`config.mk`:
```
export PLATFORM = sky130hd
export DESIGN_NAME = plc_input_filter
export DESIGN_NICKNAME = d
export VERILOG_FILES = /design/src/rtl/plc_input_filter.sv
export SDC_FILE = /design/constraint.sdc
export NUM_CORES = 1
export LEC_CHECK = 0
export BUFFER_PORTS_ARGS = -buffer_cell sky130_fd_sc_hd__clkbuf_2
export CORE_ASPECT_RATIO = 0.6
export CORE_MARGIN = 3
export CORE_UTILIZATION = 50
export CTS_CLUSTER_DIAMETER = 200
export CTS_CLUSTER_SIZE = 24
export DETAILED_ROUTE_END_ITERATION = 10
export PLACE_DENSITY = 0.71
export SYNTH_ARGS = -nofsm -noshare
export SYNTH_HDL_FRONTEND = slang
export SYNTH_SLANG_ARGS = --single-unit
export TNS_END_PERCENT = 5
```
`constraint.sdc`:
```
create_clock -name CLK -period 1.5 [get_ports CLK]
set_input_delay 0.3 -clock CLK [delete_from_list [all_inputs] [get_ports CLK]]
set_output_delay 0.3 -clock CLK [all_outputs]
set_load 0.1 [all_outputs]
```
`src/rtl/plc_input_filter.sv`:
```
// Field-input conditioning: two-flop synchroniser, per-channel debounce, and a
// scan-handshaked process image with sticky rise/fall flags between scans.
module plc_input_filter #(
  parameter int WIDTH           = 16,
  parameter int DEBOUNCE_CYCLES = 1000
) (
  input  logic             CLK,
  input  logic             RST_N,
  input  logic [WIDTH-1:0] RAW_INPUTS,
  input  logic             FILTER_EN,
  input  logic             SCAN_REQ,
  output logic             SCAN_ACK,
  output logic [WIDTH-1:0] INPUTS,
  output logic [WIDTH-1:0] RISE_FLAGS,
  output logic [WIDTH-1:0] FALL_FLAGS,
  output logic [WIDTH-1:0] STABLE
);

  localparam int CNT_W = (DEBOUNCE_CYCLES > 1) ? $clog2(DEBOUNCE_CYCLES) : 1;
  localparam logic [CNT_W-1:0] CNT_LAST = CNT_W'(DEBOUNCE_CYCLES - 1);

  typedef enum logic [1:0] {
    IDLE     = 2'd0,
    CAPTURE  = 2'd1,
    ACK      = 2'd2,
    WAIT_REL = 2'd3
  } state_t;

  state_t           r_state;
  state_t           w_state_next;
  logic [WIDTH-1:0] r_sync1;
  logic [WIDTH-1:0] r_sync2;
  logic [WIDTH-1:0] r_stable;
  logic [WIDTH-1:0] w_stable_next;
  logic [CNT_W-1:0] r_cnt      [WIDTH];
  logic [CNT_W-1:0] w_cnt_next [WIDTH];
  logic [WIDTH-1:0] r_rise_pend;
  logic [WIDTH-1:0] r_fall_pend;
  logic [WIDTH-1:0] w_rise;
  logic [WIDTH-1:0] w_fall;
  logic [WIDTH-1:0] r_inputs;
  logic [WIDTH-1:0] r_rise_flags;
  logic [WIDTH-1:0] r_fall_flags;
  logic             r_scan_ack;
  logic             w_capture;

  // NOTE: state is updated with non-blocking assignments so every flop samples
  // pre-edge values; blocking here would let sync2 see this cycle's sync1.
  always_ff @(posedge CLK or negedge RST_N) begin
    if (!RST_N) begin
      r_sync1 <= '0;
      r_sync2 <= '0;
    end else begin
      r_sync1 <= RAW_INPUTS;
      r_sync2 <= r_sync1;
    end
  end

  // NOTE: every output of an always_comb gets a default first, so no path
  // through the if/case leaves it unassigned and a latch is never inferred.
  always_comb begin
    for (int i = 0; i < WIDTH; i++) begin
      w_stable_next[i] = r_stable[i];
      w_cnt_next[i]    = '0;
      if (!FILTER_EN) begin
        w_stable_next[i] = r_sync2[i];
      end else if (r_sync2[i] != r_stable[i]) begin
        if (r_cnt[i] == CNT_LAST) begin
          w_stable_next[i] = r_sync2[i];
        end else begin
          w_cnt_next[i] = r_cnt[i] + CNT_W'(1);
        end
      end
    end
  end

  // NOTE: the counter array is real per-channel state, not a RAM, so each
  // element is cleared on reset like any other flop.
  always_ff @(posedge CLK or negedge RST_N) begin
    if (!RST_N) begin
      r_stable <= '0;
      for (int i = 0; i < WIDTH; i++) r_cnt[i] <= '0;
    end else begin
      r_stable <= w_stable_next;
      r_cnt    <= w_cnt_next;
    end
  end

  assign w_rise    = w_stable_next & ~r_stable;
  assign w_fall    = ~w_stable_next & r_stable;
  assign w_capture = (r_state == CAPTURE);

  always_comb begin
    w_state_next = r_state;
    case (r_state)
      IDLE:     if (SCAN_REQ) w_state_next = CAPTURE;
      CAPTURE:  w_state_next = ACK;
      ACK:      w_state_next = WAIT_REL;
      WAIT_REL: if (!SCAN_REQ) w_state_next = IDLE;
      default:  w_state_next = IDLE;
    endcase
  end

  // Edges landing on the capture edge belong to the next scan, not this one.
  always_ff @(posedge CLK or negedge RST_N) begin
    if (!RST_N) begin
      r_state      <= IDLE;
      r_rise_pend  <= '0;
      r_fall_pend  <= '0;
      r_inputs     <= '0;
      r_rise_flags <= '0;
      r_fall_flags <= '0;
      r_scan_ack   <= 1'b0;
    end else begin
      r_state    <= w_state_next;
      r_scan_ack <= w_capture;
      if (w_capture) begin
        r_inputs     <= r_stable;
        r_rise_flags <= r_rise_pend;
        r_fall_flags <= r_fall_pend;
        r_rise_pend  <= w_rise;
        r_fall_pend  <= w_fall;
      end else begin
        r_rise_pend  <= r_rise_pend | w_rise;
        r_fall_pend  <= r_fall_pend | w_fall;
      end
    end
  end

  assign SCAN_ACK   = r_scan_ack;
  assign INPUTS     = r_inputs;
  assign RISE_FLAGS = r_rise_flags;
  assign FALL_FLAGS = r_fall_flags;
  assign STABLE     = r_stable;

endmodule
```
==> impl_metrics.yaml <==
routing:
  viasPerCell: 5.67
  ant_nets: 0
  drt_wl_total_microns: 24900
  via_count: 8714
  drt_iter0_drc: 627
  wl_per_cell_microns: 16.2
  dr.pass1.iters: 5
  route.detailed.drc: 0
critical_path:
  crit_required_ps: 1200
  crit_chain: "buf_6 > buf_12"
  critical_path_class: "reg -> out"
  crit_arrival_ps: 1220
  reg2reg_from: "r_state[1]"
  cp_slowest_cell: "dfrtp_1"
  r2r.worst_path.cells: 4
  worst_setup_path_start_kind: "flop"
  slowest_delay_ps: 410
  r2r_slack_ps: 0
  reg2reg_to: "INPUTS[13]"
  worstPathMaxFanout: 4
  critical_path.endpoint_type: "output port"
power_and_ir_drop:
  pwr_density_cell_nw_per_um2: 1640
  ir_worst_vdd_mv: 1.81
  leakagePower_nw: 6.36
job:
  maxCapViolations: 0
timing:
  finClkSkew_ps: 20.7
  hold_viol: 0
  grt_setup_unrepaired: "yes"
  worstMarginPinSlew_ps: 439
  hold_slack_ps: 217
  max_slew_margin_pct: 70.8
  fin_ws_ps: -19.7
  slew_viol_final: 0
  fin_crit_sh_pct: 101
  setup_violations: 6
  min_period_ps: 1520
  fmax_mhz: 658
yosys:
  syn_nets: 1095
  synthXorXnorAreaFrac_pct: 4.49
  synth_top_family_by_area: "simple AND/OR/NAND/NOR gates"
  netlist_instances: 1054
  synth.avg_cell_area_sq_um: 11.8
  netlist_area_sq_um: 12500
  synthSimpleGateAreaFrac_pct: 13.7
  synth_compound_area_share_pct: 12.9
  synth_cell_type_count: 32
  seq_area_frac_synth_pct: 58.4
  synthMuxAreaShare_pct: 5.70
  yosys.area_share.adder_pct: 2.11
  yosys_warnings: 0
  ys_ff_latch: 291
clock_tree:
  htreeDepth: 1
  clk_latency_ps: 500
  cts_buffers: 16
  cts_tree: "done"
  cts_sinks: 291
  cts_buffer_depth: 3
  root_buffer: "clkbuf_16"
  clkTransAtPathRegs_ps: 90
grt:
  overflow: 0
  first_global_vias: 8510
  antenna_found_initial: 0
  grt_usage_pct: 18.4
  grt_pass1_wl_microns: 42000
  grt_max_degree: 83
layout:
  final_util_pct: 62.5
  drive_above_1_share_pct: 23.6
  syn_to_final_growth_pct: 22.0
  multiInputGateArea_sq_um: 5130
  regArea_sq_um: 7300
  nets: 1254
  fillers: 1888
  diodes: 0
place:
  gp_congestion: 0.798
  io_buffers: 84
  hpwlAfterDp_microns: 16500
floorplanning:
  num_io_pins: 85
  core_sq_um: 24300
  die_y_microns: 128
  initial_core_util_pct: 51.3
  dieArea_sq_um: 26900
  dieWidth_microns: 210
  num_rows: 44
outcome:
  status: "complete, but fails checks"
  violations: "negative setup slack"
worst_hold_path:
  hp-class: "in -> async"
[worst max-delay path by stage]
stage / start / to / slack, ps / cells after the start
final: STABLE[4] / STABLE[4] / -20 / 2
after global routing: r_cnt[140] / r_cnt[149] / -70 / 5
after CTS: STABLE[12] / STABLE[12] / -50 / 2
after detailed placement: r_cnt[90] / r_fall_pend[6] / 10 / 4
after global placement: r_cnt[60] / r_fall_pend[9] / 60 / 4
after floorplan: STABLE[15] / r_cnt[5] / -140 / 3
[power breakdown]
group	switching (mW)	internal [mW]	leakage, nW	total [mW]
combinational	7.14	3.18	2.36	10.3
sequential	0.920	9.15	3.77	10.1
clock	2.49	2.09	0.223	4.58
[critical path: cells and delay by family (launching register included)]
| kind | cells | cell delay [ps] |
|---|---|---|
| flops | 1 | 410 |
| buf+inv | 2 | 310 |
[metal layers]
layer	global-route usage, %	vias up	routed length [microns]
met5	0	-	0
met4	3.34	0	324
met3	3.53	27	838
met2	28.5	113	11200
met1	27.7	4382	12500
li1	-	4192	-
[cells in the mapped netlist, drive strengths merged]
library cell  instances  area share [%]
buf                  12            0.50
nor2                 64             1.9
xnor2                16             1.1
nand4                21             1.3
nand4b               16             1.1
or4                  43             2.6
inv                  71             2.1
nand2                55             1.7
clkbuf                3            0.11
o311ai               16             2.1
or3                  37             1.9
dfrtp               291              58
o21ai                40             1.6
a21oi                80             3.2
nand3                48             2.4
o31a                 16             1.1
mux2                 48             4.3
ha                   21             2.1
o31ai                43             2.6
and3                 16            0.80
o32ai                32             2.2
xor2                 48             3.4
mux2i                17             1.4
[final cells by class]
| class | instances | share of cell area, % |
|---|---|---|
| clock buffer | 19 | 2.85 |
| clock inverter | 1 | 0.197 |
| inverter | 71 | 1.75 |
| multi-input combinational | 677 | 33.7 |
| sequential | 291 | 48.0 |
| tap | 322 | 2.65 |
| timing repair buffer | 156 | 10.8 |
[placed cells by master (no fill, tap or decap), types with 17 or more instances in the layout]
cell type      count
dlygate4sd3_1     17
clkbuf_2          18
xor2_1            48
mux2i_1           17
buf_12            23
o32ai_1           24
or3_1             34
o31ai_1           43
dfrtp_1          279
o21ai_0           40
buf_6             38
buf_4             52
nand2_1           55
clkbuf_16         17
a21oi_1           74
nand3_1           35
nor2_1            64
or4_1             41
mux2_2            48
inv_1             71
[what timing repair did]
action	4_1_cts	5_1_grt
endpoints found under the hold margin	233	0
hold buffers	17	0
gates resized for setup	43	77
pin swaps	0	16
setup endpoints to repair	37	218
buffers inserted	0	12
[cells by family (layout without fill, tap and decap cells)]
| kind of cell | after synthesis | count (layout) |
|---|---|---|
| and+or+nand+nor | 300 | 300 |
| DFF | 291 | 291 |
| AOI/OAI and AO/OA | 227 | 227 |
| buffers and inverters | 86 | 247 |
| muxes | 65 | 65 |
| xor gates and xnor gates | 64 | 64 |
| adders and majority gates | 21 | 21 |
[sequential cells by signal, summed over array words and instances, names as in the netlist]
signal,cells
r_sync1,16
SCAN_ACK,1
r_fall_pend,16
INPUTS,16
FALL_FLAGS,16
r_sync2,16
r_cnt,160
RISE_FLAGS,16
r_state,2
STABLE,16
r_rise_pend,16
[through the flow]
stage	area, sq um	setup TNS, ps	cells	setup slack (ps)	power (mW)
2_1_floorplan	12500	-15710	1054	-140	17.3
3_3_place_gp	14000	0	1488	55.1	19.6
3_5_place_dp	14000	0	1488	14.1	19.7
4_1_cts	14700	-272	1525	-49.8	24.7
5_1_grt	15200	-3130	1537	-67.0	26.0
6_report	15200	-62.7	1537	-19.7	25.0
Power figures use the tool's default switching activity.
